==> config.mk <==
export PLATFORM = sky130hd
export DESIGN_NAME = sample_strobe_tx_flat
export DESIGN_NICKNAME = d
export VERILOG_FILES = /design/src/rtl/sample_strobe_tx_pkg.sv /design/src/rtl/sample_strobe_tx_if.sv /design/src/rtl/sample_strobe_tx_fifo.sv /design/src/rtl/sample_strobe_tx.sv /design/src/flat_wrapper.sv
export SDC_FILE = /design/constraint.sdc
export NUM_CORES = 1
export LEC_CHECK = 0
export CAP_MARGIN = 20
export CORE_MARGIN = 2
export CORE_UTILIZATION = 48
export CTS_CLUSTER_SIZE = 12
export DETAILED_ROUTE_END_ITERATION = 10
export PLACE_DENSITY = 0.84
export SYNTH_ARGS = -nofsm -noshare
export SYNTH_HDL_FRONTEND = slang
export SYNTH_HIERARCHICAL = 1
export SYNTH_SLANG_ARGS = --single-unit
==> constraint.sdc <==
create_clock -name i_clk -period 2.45 [get_ports i_clk]
set_clock_uncertainty 0.15 [all_clocks]
set_input_delay 0.49 -clock i_clk [delete_from_list [all_inputs] [get_ports i_clk]]
set_output_delay 0.49 -clock i_clk [all_outputs]
set_load 0.05 [all_outputs]
==> src/rtl/sample_strobe_tx_pkg.sv <==
// Shared types and widths for the strobed 10-bit sample transmitter.
// Contents:
//   SAMPLE_W / LO_W / HI_W  sample width and how it is split across the bus
//   sample_t                one sample
//   tx_state_t              transmit FSM states
package sample_tx_pkg;
    localparam int SAMPLE_W = 10;
    localparam int LO_W     = 8;
    localparam int HI_W     = 2;

    typedef logic [SAMPLE_W-1:0] sample_t;

    typedef enum logic [1:0] {
        IDLE   = 2'd0,
        STB_HI = 2'd1,
        STB_LO = 2'd2
    } tx_state_t;
endpackage

==> src/rtl/sample_strobe_tx_if.sv <==
// Upstream valid/ready sample push channel.
//   s_data   sample to send (master -> slave)
//   s_valid  s_data valid   (master -> slave)
//   s_ready  slave can take a sample this cycle (slave -> master)
interface sample_strobe_tx_if;
    import sample_tx_pkg::*;
    sample_t s_data;
    logic    s_valid;
    logic    s_ready;

    modport master (output s_data, output s_valid, input s_ready);
    modport slave  (input s_data, input s_valid, output s_ready);
endinterface

==> src/rtl/sample_strobe_tx_fifo.sv <==
// Small synchronous sample FIFO. The head entry is read straight out of the
// storage registers, so a pop consumes the value visible in that cycle.
// Ports:
//   i_clk, i_rst  clock, synchronous active-high reset (pointers/level only)
//   i_push/i_data write one entry (ignored when full)
//   i_pop         drop the head entry (ignored when empty)
//   o_data        head entry
//   o_full/o_empty/o_level  occupancy
module sample_fifo
    import sample_tx_pkg::*;
#(
    parameter int DEPTH = 4
) (
    input  logic                     i_clk,
    input  logic                     i_rst,
    input  logic                     i_push,
    input  sample_t                  i_data,
    input  logic                     i_pop,
    output sample_t                  o_data,
    output logic                     o_full,
    output logic                     o_empty,
    output logic [$clog2(DEPTH):0]   o_level
);
    localparam int AW = $clog2(DEPTH);
    localparam int LW = AW + 1;

    sample_t         r_mem [DEPTH];
    logic [AW-1:0]   r_wptr;
    logic [AW-1:0]   r_rptr;
    logic [LW-1:0]   r_level;
    logic            w_push;
    logic            w_pop;

    assign o_full  = (r_level == LW'(DEPTH));
    assign o_empty = (r_level == '0);
    assign o_level = r_level;
    assign o_data  = r_mem[r_rptr];

    // No pass-through: a full FIFO refuses the push even if it pops this edge.
    assign w_push = i_push & ~o_full;
    assign w_pop  = i_pop & ~o_empty;

    // Storage is not reset; stale entries are unreachable once the pointers clear.
    always_ff @(posedge i_clk) begin
        if (w_push) r_mem[r_wptr] <= i_data;
    end

    always_ff @(posedge i_clk) begin
        if (i_rst) begin
            r_wptr  <= '0;
            r_rptr  <= '0;
            r_level <= '0;
        end else begin
            if (w_push) r_wptr <= r_wptr + AW'(1);
            if (w_pop)  r_rptr <= r_rptr + AW'(1);
            case ({w_push, w_pop})
                2'b10:   r_level <= r_level + LW'(1);
                2'b01:   r_level <= r_level - LW'(1);
                default: r_level <= r_level;
            endcase
        end
    end
endmodule

==> src/rtl/sample_strobe_tx.sv <==
// Transmit side of the strobed 10-bit sample bus. Samples pushed through the
// valid/ready channel are buffered, then sent one per frame: data is loaded
// and the strobe raised for HI_CYC cycles, then dropped for LO_CYC cycles with
// data held. A waiting sample starts the next frame straight from STB_LO.
// Ports:
//   i_clk, i_rst   clock, synchronous active-high reset
//   i_ena          allow new frames to start (FIFO accepts regardless)
//   s_if           upstream push channel (slave side)
//   o_tx_lo/o_tx_hi/o_tx_stb  registered bus outputs
//   o_busy         FSM not idle
//   o_fifo_level   buffered samples
//   o_sent_count   frames started since reset, wrapping
module sample_strobe_tx
    import sample_tx_pkg::*;
#(
    parameter int FIFO_DEPTH = 4,
    parameter int HI_CYC     = 1,
    parameter int LO_CYC     = 1
) (
    input  logic                          i_clk,
    input  logic                          i_rst,
    input  logic                          i_ena,
    sample_strobe_tx_if.slave             s_if,
    output logic [LO_W-1:0]               o_tx_lo,
    output logic [HI_W-1:0]               o_tx_hi,
    output logic                          o_tx_stb,
    output logic                          o_busy,
    output logic [$clog2(FIFO_DEPTH):0]   o_fifo_level,
    output logic [15:0]                   o_sent_count
);
    localparam int MAXC = (HI_CYC > LO_CYC) ? HI_CYC : LO_CYC;
    localparam int CW   = $clog2(MAXC) + 1;
    localparam logic [CW-1:0] HI_LAST = CW'(HI_CYC - 1);
    localparam logic [CW-1:0] LO_LAST = CW'(LO_CYC - 1);

    tx_state_t       r_state, w_nxt_state;
    logic [CW-1:0]   r_cnt, w_nxt_cnt;
    logic [LO_W-1:0] r_tx_lo;
    logic [HI_W-1:0] r_tx_hi;
    logic            r_tx_stb, w_nxt_stb;
    logic [15:0]     r_sent;
    logic            w_pop;
    logic            w_full;
    logic            w_empty;
    sample_t         w_head;

    sample_fifo #(.DEPTH(FIFO_DEPTH)) u_fifo (
        .i_clk   (i_clk),
        .i_rst   (i_rst),
        .i_push  (s_if.s_valid),
        .i_data  (s_if.s_data),
        .i_pop   (w_pop),
        .o_data  (w_head),
        .o_full  (w_full),
        .o_empty (w_empty),
        .o_level (o_fifo_level)
    );

    assign s_if.s_ready = ~w_full;

    always_ff @(posedge i_clk) begin
        if (i_rst) begin
            r_state  <= IDLE;
            r_cnt    <= '0;
            r_tx_stb <= 1'b0;
        end else begin
            r_state  <= w_nxt_state;
            r_cnt    <= w_nxt_cnt;
            r_tx_stb <= w_nxt_stb;
        end
    end

    always_comb begin
        w_nxt_state = r_state;
        w_nxt_cnt   = r_cnt;
        w_nxt_stb   = r_tx_stb;
        w_pop       = 1'b0;
        case (r_state)
            IDLE: begin
                if (i_ena && !w_empty) begin
                    w_pop       = 1'b1;
                    w_nxt_stb   = 1'b1;
                    w_nxt_cnt   = '0;
                    w_nxt_state = STB_HI;
                end
            end
            STB_HI: begin
                if (r_cnt == HI_LAST) begin
                    w_nxt_stb   = 1'b0;
                    w_nxt_cnt   = '0;
                    w_nxt_state = STB_LO;
                end else begin
                    w_nxt_cnt   = r_cnt + CW'(1);
                end
            end
            STB_LO: begin
                if (r_cnt == LO_LAST) begin
                    w_nxt_cnt = '0;
                    if (i_ena && !w_empty) begin
                        // back-to-back: next frame starts without an IDLE cycle
                        w_pop       = 1'b1;
                        w_nxt_stb   = 1'b1;
                        w_nxt_state = STB_HI;
                    end else begin
                        w_nxt_state = IDLE;
                    end
                end else begin
                    w_nxt_cnt = r_cnt + CW'(1);
                end
            end
            default: begin
                w_nxt_state = IDLE;
                w_nxt_cnt   = '0;
                w_nxt_stb   = 1'b0;
            end
        endcase
    end

    // Data and frame count only move on a frame start, so data holds through
    // the whole frame and keeps its last value while idle.
    always_ff @(posedge i_clk) begin
        if (i_rst) begin
            r_tx_lo <= '0;
            r_tx_hi <= '0;
            r_sent  <= '0;
        end else if (w_pop) begin
            r_tx_lo <= w_head[LO_W-1:0];
            r_tx_hi <= w_head[SAMPLE_W-1:LO_W];
            r_sent  <= r_sent + 16'd1;
        end
    end

    assign o_tx_lo      = r_tx_lo;
    assign o_tx_hi      = r_tx_hi;
    assign o_tx_stb     = r_tx_stb;
    assign o_busy       = (r_state != IDLE);
    assign o_sent_count = r_sent;
endmodule

==> src/flat_wrapper.sv <==
// flat-port wrapper written by rule: the top's interface ports become plain ports
module sample_strobe_tx_flat import sample_tx_pkg::*;
#(
    parameter int FIFO_DEPTH = 4,
    parameter int HI_CYC     = 1,
    parameter int LO_CYC     = 1
)
  (i_clk, i_rst, i_ena, o_tx_lo, o_tx_hi, o_tx_stb, o_busy, o_fifo_level, o_sent_count, s_if_s_data, s_if_s_valid, s_if_s_ready);
  sample_strobe_tx_if s_if_i ();
  input  logic i_clk;
  input  logic i_rst;
  input  logic i_ena;
  output logic [LO_W-1:0] o_tx_lo;
  output logic [HI_W-1:0] o_tx_hi;
  output logic o_tx_stb;
  output logic o_busy;
  output logic [$clog2(FIFO_DEPTH):0] o_fifo_level;
  output logic [15:0] o_sent_count;
  input wire logic [$bits(s_if_i.s_data)-1:0] s_if_s_data;
  input wire logic [$bits(s_if_i.s_valid)-1:0] s_if_s_valid;
  output wire logic [$bits(s_if_i.s_ready)-1:0] s_if_s_ready;
  assign s_if_i.s_data = s_if_s_data;
  assign s_if_i.s_valid = s_if_s_valid;
  assign s_if_s_ready = s_if_i.s_ready;
  sample_strobe_tx #(.FIFO_DEPTH(FIFO_DEPTH), .HI_CYC(HI_CYC), .LO_CYC(LO_CYC)) u_core (.i_clk(i_clk), .i_rst(i_rst), .i_ena(i_ena), .s_if(s_if_i), .o_tx_lo(o_tx_lo), .o_tx_hi(o_tx_hi), .o_tx_stb(o_tx_stb), .o_busy(o_busy), .o_fifo_level(o_fifo_level), .o_sent_count(o_sent_count));
endmodule
==> results of run 1 <==
worst max-delay path: stages:
cell and delay [ps]:
clkdlybuf4s50_1 480, nand3b_1 120, inv_2 80, o31ai_2 70, inv_1 70, ha_2 170
inv_1 50, fa_2 340, xor2_1 150, or3_1 310, a21oi_1 120
per-layer routing:
metal	wire length, um	vias to the layer above
met1	2560	999
met5	0	-
met2	2980	49
met3	250	8
met4	93	0
li1	-	993
final cells by class:
type | count | area share
tap | 77 | 0.0243
sequential | 78 | 0.498
multi-input combinational | 142 | 0.265
inverter | 13 | 0.0123
clock inverter | 7 | 0.0215
timing repair buffer | 61 | 0.148
clock buffer | 9 | 0.0313
through the flow:
step                       util  hold slack (ps)  instances  area, um2  worst slack [ps]
final                     0.628              276        387       3960               120
after global routing      0.628              303        387       3960              7.89
after CTS                 0.627              289        387       3960              9.27
after detailed placement  0.594              276        371       3750              -238
after global placement    0.594              249        371       3750              -170
after floorplan               -              240        244       3140             -2.39
sequential cells by signal, summed over array words and instances, names as in the netlist, named ones only:
register,flops
u_core/u_fifo/r_mem,40
u_core/u_fifo/r_rptr,2
u_core/u_fifo/r_wptr,2
u_core/u_fifo/o_level,3
u_core/o_tx_stb,1
u_core/o_tx_hi,2
u_core/o_tx_lo,8
u_core/o_sent_count,16
u_core/r_state,2
path summary, 6_finish.rpt:
path | endpoint | startpoint | depth (start not counted)
max | u_core/u_fifo/o_level[2]$_SDFFE_PP0P_ | i_ena | 11
min | u_core/r_state[1]$_SDFFE_PP0P_ | u_core/r_state[1]$_SDFFE_PP0P_ | 1
max reg2reg | u_core/u_fifo/o_level[2]$_SDFFE_PP0P_ | u_core/u_fifo/o_level[1]$_SDFFE_PP0P_ | 12
min reg2reg | u_core/r_state[1]$_SDFFE_PP0P_ | u_core/r_state[1]$_SDFFE_PP0P_ | 1
cells in the mapped netlist (all sizes together) (6+ instances only):
library cell / count
clkbuf: 6
nor2: 16
mux4: 10
a21oi: 22
ha: 6
nand2: 26
xor2: 9
edfxtp: 40
or3: 6
nand3: 7
o21ai: 6
inv: 13
dfxtp: 38
logic make-up (layout without fill, tap and decap cells):
family,Yosys count,after routing
fa+ha+maj,7,7
xor+xnor,12,12
mux,11,11
buf+inv,24,90
compound gates,32,32
flops,78,78
simple gates,80,80
power breakdown:
part / switching (mW) / total [mW] / internal (mW)
combinational: 0.528 / 0.881 / 0.353
clock: 0.517 / 1.01 / 0.494
sequential: 0.110 / 1.62 / 1.51
==> summary.txt, run 1 <==
Run status
  • Status: finished clean

STA
  • Setup TNS: 0 ps
  • Fmax: 429 MHz
  • Fin crit share: 0.951
  • Final Max Tran Viols: 0
  • Final setup viols: 0
  • RSZ-0062 raised after global routing: no
  • Worst Max-Slew Pin Slew: 578 ps
  • Endpoints failing hold: 0
  • Tmin final: 2330 ps
  • Slew HR: 0.614

Layout
  • Multi-input logic area: 1050 um2
  • ANT cells: 0
  • Final #Nets: 326
  • Sequential cell area: 1970 um2
  • Most common cell after layout, fill and taps aside: clkdlybuf4s50_1
  • Synth-to-layout area growth: 27.3%
  • Most frequent cells in the layout: 44 x clkdlybuf4s50_1, 40 x edfxtp_1, 35 x dfxtp_1
  • Fillers: 490
  • Share of layout cells above drive strength 1: 0.184

Yosys
  • Synthesis-stage register bit count: 78
  • Distinct cell type count after synthesis: 41
  • Post-synth top area share: 0.386
  • Syn_nets: 265
  • Post-Synth Simple-Gate Area: 0.137
  • Synth Area in Adders: 0.0305
  • Sequential area share after synthesis: 0.630
  • Largest family of logic cells by synthesized area: simple AND/OR/NAND/NOR gates
  • Mapped Avg Cell Area: 12.8 um2
  • Post-Syn Area: 3110 um2
  • Async SR Flop Fraction: 0
  • Top cells by area, synth: edfxtp_1 39%, dfxtp_1 24%, mux4_2 7.2%
  • EDFF count, synth: 40
  • Mux cell area share after synthesis: 0.0756
  • Post-Syn Instances: 244
  • Area leader, netlist: edfxtp_1
  • YS warnings: 6
  • Compound-cell area share of the yosys netlist: 0.0563
  • Xor/xnor share of the synthesized area: 0.0338
  • Most used DFF post-synth: edfxtp_1

Power and ir drop
  • Pwr per Cell Area: 885 nW/um2
  • Leakage dissipation: 1.39 nW
  • Total power draw: 3.51 mW
  • Worst VDD drop: 0.000472 V

Setup path
  • CP Max Fanout: 2
  • WP data required: 2570 ps
  • Type of the worst setup path: input port to flop
  • Critical path launch point type: input port
  • WP data arrival: 2450 ps
  • Setup crit end kind: flop
  • Reg2reg setup slack: 210 ps

Placed design
  • Final HPWL DP: 4230 um
  • Gpl congestion: 0.761
  • PortBufs: 45

Floorplanning
  • Starting density of the core: 0.493
  • Die Width: 84.5 um
  • Site Rows: 29
  • IO Pins: 46
  • Die Y-Extent: 84.5 um
  • Core area: 6310 um2
  • Total die area: 7150 um2

Detailed routing
  • Final wirelength: 5890 um
  • First drt pass iteration count: 4
  • Wirelength per Cell: 15.2 um
  • DRC violations left: 0
  • Routed vias: 2,049
  • Vias/cell: 5.29
  • Routed Antenna Nets: 0
  • Detailed Route Iter0 Violations: 140

Global routing
  • Total GRT Usage: 0.175
  • Busiest grt layer: met2
  • Met2 global-route usage: 0.301
  • Met1 usage: 0.207
  • First-pass GRT wire length: 9670 um
  • Largest net degree at the start of global routing: 25
  • Antenna violations before repair: 0
  • Vias in the first global route: 2,045
  • Global routing usage on met3: 0.0511
  • Total gr overflow: 0

Clock network
  • CTS Buffer Depth: 2
  • CTS sink count: 78
  • CTS tree: yes
  • H-Tree Depth: 3
  • Clk_lat worst skew: 350 ps
  • CTS root buf: clkbuf_8
  • Inserted Clock Buffers: 9
  • Worst-path clk slew: 80 ps
  • Setup Fix Bufs, Post-CTS: 0
  • Post-CTS resize count: 0
  • Hold-fix buffers at CTS: 0

Worst hold path
  • Worst Hold Class: flop to flop

Flow run
  • Max_cap viols: 0
Note: power is estimated with default switching activity, not from simulation.
==> inputs of run 2 (changes only) <==
SKIP_LAST_GASP = 1   (was unset)
==> results of run 2 <==
The final DEF is identical to that of run 1; final timing and power are the same.
==> inputs of run 3 (changes only) <==
CELL_PAD_IN_SITES_DETAIL_PLACEMENT = 2   (was unset)
CELL_PAD_IN_SITES_GLOBAL_PLACEMENT = 2   (was unset)
CORE_UTILIZATION = 33   (was 48)
==> run 3 against run 2 <==
  * Combinational power is 21% higher
  * Final cell count is 12% higher
  * Count of clock-buffer cells in the layout is 2 higher
  * Final area is 3.0% higher
  * Maximum frequency is 3.2% lower
  * Setup slack worse by 77 ps
  * Global-route usage is 1.4 points lower
  * Register-to-register slack worse by 170 ps
  * Sequential cell count stayed put
  * Sequential power hardly changed
  * Non-clock buffer count is 12 higher
  * Largest cell class unchanged
==> summary.txt, run 3 (synthesized netlist as in run 1, its figures left out) <==
Setup path
  • FF-to-FF path depth: 12 (unchanged)
  • Reg2reg setup slack: 40 ps (was 210 ps)
  • Critical path launch point type: flop (was input port)
  • Type of the worst setup path: flop to flop (was input port to flop)
  • Most Frequent Cell on Critical Path: inv_2 (was inv_1)
  • WP data required: 2590 ps (was 2570 ps)
  • Setup crit end kind: flop (unchanged)
  • CP Max Fanout: 6 (was 2)
  • Crit-path slowest cell: dfxtp_4 (was clkdlybuf4s50_1)
  • WP data arrival: 2540 ps (was 2450 ps)
  • Worst-path cell chain: nor3_4 > inv_2 > nand3b_1 > inv_2 > o31ai_4 > inv_2 > ha_4 > inv_2 > fa_2 > xor2_2 > or3_4 > a21oi_2 (was clkdlybuf4s50_1 > nand3b_1 > inv_2 > o31ai_2 > inv_1 > ha_2 > inv_1 > fa_2 > xor2_1 > or3_1 > a21oi_1)
  • Capture point of the worst reg-to-reg path: u_core/u_fifo/o_level[2]$_SDFFE_PP0P_ (unchanged)
  • FF-to-FF Start: u_core/u_fifo/o_level[2]$_SDFFE_PP0P_ (was u_core/u_fifo/o_level[1]$_SDFFE_PP0P_)
  • CP peak stage delay: 420 ps (was 480 ps)

Worst hold path
  • Worst Hold Class: flop to flop (unchanged)
  • Hold endpoint: u_core/r_state[1]$_SDFFE_PP0P_ (unchanged)
  • Hold Crit Start: u_core/r_state[1]$_SDFFE_PP0P_ (unchanged)
  • Cells on Worst Hold Path: 1 (unchanged)

Clock network
  • Worst-path clk slew: 90 ps (was 80 ps)
  • CTS tree: yes (unchanged)
  • CTS root buf: clkbuf_8 (unchanged)
  • Hold-fix buffers at CTS: 0 (unchanged)
  • CTS sink count: 78 (unchanged)
  • Clk_lat worst skew: 350 ps (about the same)
  • Inserted Clock Buffers: 9 (unchanged)
  • H-Tree Depth: 3 (unchanged)
  • CTS Buffer Depth: 2 (unchanged)

Layout
  • Synth-to-layout area growth: 31.1% (was 27.3%)
  • Top reg by flops: u_core/u_fifo/r_mem (unchanged)
  • Share of layout cells above drive strength 1: 0.227 (was 0.184)
  • ANT cells: 0 (unchanged)
  • Max FFs per register: 40 (unchanged)
  • Final #Nets: 338 (was 326)
  • Most common cell after layout, fill and taps aside: clkdlybuf4s50_1 (unchanged)
  • Most frequent cells in the layout: 43 x clkdlybuf4s50_1, 40 x edfxtp_1, 35 x dfxtp_1 (was 44 x clkdlybuf4s50_1, 40 x edfxtp_1, 35 x dfxtp_1)
  • Post-route cell area: 4080 um2 (was 3960 um2)

STA
  • Endpoints failing hold: 0 (unchanged)
  • Tmin final: 2410 ps (was 2330 ps)
  • Slew HR: 0.656 (was 0.614)
  • Final setup viols: 0 (unchanged)
  • Fmax: 415 MHz (was 429 MHz)
  • RSZ-0062 raised after global routing: yes (was no)
  • Final Max Tran Viols: 0 (unchanged)
  • Worst Max-Slew Pin Slew: 514 ps (was 578 ps)
  • Fin crit share: 0.983 (was 0.951)

Floorplanning
  • Die Width: 101 um (was 84.5 um)
  • Starting density of the core: 0.339 (was 0.493)
  • IO Pins: 46 (unchanged)
  • Site Rows: 35 (was 29)
  • Core area: 9200 um2 (was 6310 um2)
  • Total die area: 10,200 um2 (was 7150 um2)
  • Die Y-Extent: 101 um (was 84.5 um)

Power and ir drop
  • Net Switching: 1.23 mW (was 1.15 mW)
  • Total power draw: 3.55 mW (was 3.51 mW)
  • Combinational share of power: 0.302 (was 0.251)
  • Cell internal pwr: 2.31 mW (was 2.35 mW)
  • Pwr per Cell Area: 869 nW/um2 (was 885 nW/um2)
  • Clock network power share: 0.242 (was 0.288)
  • Worst VDD drop: 0.000296 V (was 0.000472 V)
  • Switching share of power: 0.348 (was 0.329)
  • Leakage dissipation: 1.42 nW (was 1.39 nW)
  • Flop pwr share: 0.456 (was 0.461)

Global routing
  • Total GRT Usage: 0.161 (was 0.175)
  • Total gr overflow: 0 (unchanged)
  • Antenna violations before repair: 0 (unchanged)
  • Vias in the first global route: 2,327 (was 2,045)
  • Largest net degree at the start of global routing: 20 (was 25)
  • First-pass GRT wire length: 12,300 um (was 9670 um)

Run status
  • Status: finished clean (unchanged)

Detailed routing
  • Wirelength per Cell: 18.8 um (was 15.2 um)
  • Vias/cell: 4.92 (was 5.29)
  • Detailed Route Iter0 Violations: 44 (was 140)
  • Routed vias: 2,130 (was 2,049)
  • Final wirelength: 8150 um (was 5890 um)
  • First drt pass iteration count: 4 (unchanged)
  • Routed Antenna Nets: 0 (unchanged)
  • DRC violations left: 0 (unchanged)

Placed design
  • Gpl congestion: 0.745 (was 0.761)
  • PortBufs: 45 (unchanged)
  • Placed cell areas: 3820 um2 (was 3750 um2)
  • Final HPWL DP: 5680 um (was 4230 um)

Flow run
  • Max_cap viols: 0 (unchanged)
## run 3: changes by cell type in the layout (fill, tap and decap cells not counted), sizes merged
cell | before | now
inv | 18 | 14
bufinv | 1 | 0
clkbuf | 9 | 11
clkinvlp | 0 | 3
dlygate4sd2 | 0 | 1
buf | 16 | 28
clkdlybuf4s50 | 44 | 43
## run 3: worst max-delay path: cells and delay by family, from the launching register on
kind	cells	cell delay, ps
AO/OA/AOI/OAI	2	200
XOR/XNOR	1	190
AND/OR/NAND/NOR	3	540
adder cells (fa/ha/maj)	2	530
flip-flops	1	420
buffers and inverters	4	290
## run 3: area by class of cell
| cell class | instances | area [um2] |
|---|---|---|
| timing repair buffer | 73 | 662 |
| fill | 933 | 5110 |
| clock inverter | 5 | 36.3 |
| inverter | 13 | 48.8 |
| multi-input combinational | 142 | 1090 |
| sequential | 78 | 1970 |
| tap | 111 | 139 |
| clock buffer | 11 | 131 |
## run 3: what timing repair did
item	4_1_cts	5_1_grt
buffers inserted	0	7
resized for setup	1	10
pin swaps	0	7
endpoints found under the setup margin	1	1
endpoints found under the hold margin	0	0
## run 3: stage by stage
stage               setup WS, ps  hold WS (ps)  TNS, ps   util  cells
floorplan                  -2.39           240    -2.39      -    244
global placement            -166           250     -200  0.415    410
detailed placement          -347           258     -490  0.415    410
CTS                         20.5           270        0  0.433    426
global route               -54.5           324    -54.5  0.444    433
finish                      42.2           285        0  0.444    433
## run 3: power by group through the flow
stage	Combinational (mW)	Clock [mW]	Sequential, mW
floorplan	0.399	0	1.83
global placement	0.886	0	1.63
detailed placement	0.935	0	1.65
CTS	0.944	0.881	1.62
global route	1.14	0.943	1.63
finish	1.07	0.859	1.62
## run 3: per-layer routing
layer,GRT usage,vias to the layer above,share of wire
li1,-,1018,-
met1,0.187,1059,0.41
met2,0.289,42,0.55
met3,0.0340,11,0.024
met4,0.0613,0,0.013
met5,0,-,0
## run 3: worst max-delay path by stage
| stage | from | endpoint | slack, ps | cells past startpoint |
|---|---|---|---|---|
| 2_1_floorplan | u_core/u_fifo/o_level[1]$_SDFFE_PP0P_ | u_core/u_fifo/o_level[2]$_SDFFE_PP0P_ | -2 | 13 |
| 3_3_place_gp | i_ena | u_core/u_fifo/o_level[2]$_SDFFE_PP0P_ | -170 | 11 |
| 3_5_place_dp | i_ena | u_core/u_fifo/o_level[2]$_SDFFE_PP0P_ | -350 | 11 |
| 4_1_cts | i_ena | u_core/u_fifo/o_level[2]$_SDFFE_PP0P_ | 20 | 11 |
| 5_1_grt | u_core/u_fifo/o_level[2]$_SDFFE_PP0P_ | u_core/u_fifo/o_level[2]$_SDFFE_PP0P_ | -50 | 12 |
| 6_report | u_core/u_fifo/o_level[2]$_SDFFE_PP0P_ | u_core/u_fifo/o_level[2]$_SDFFE_PP0P_ | 40 | 12 |
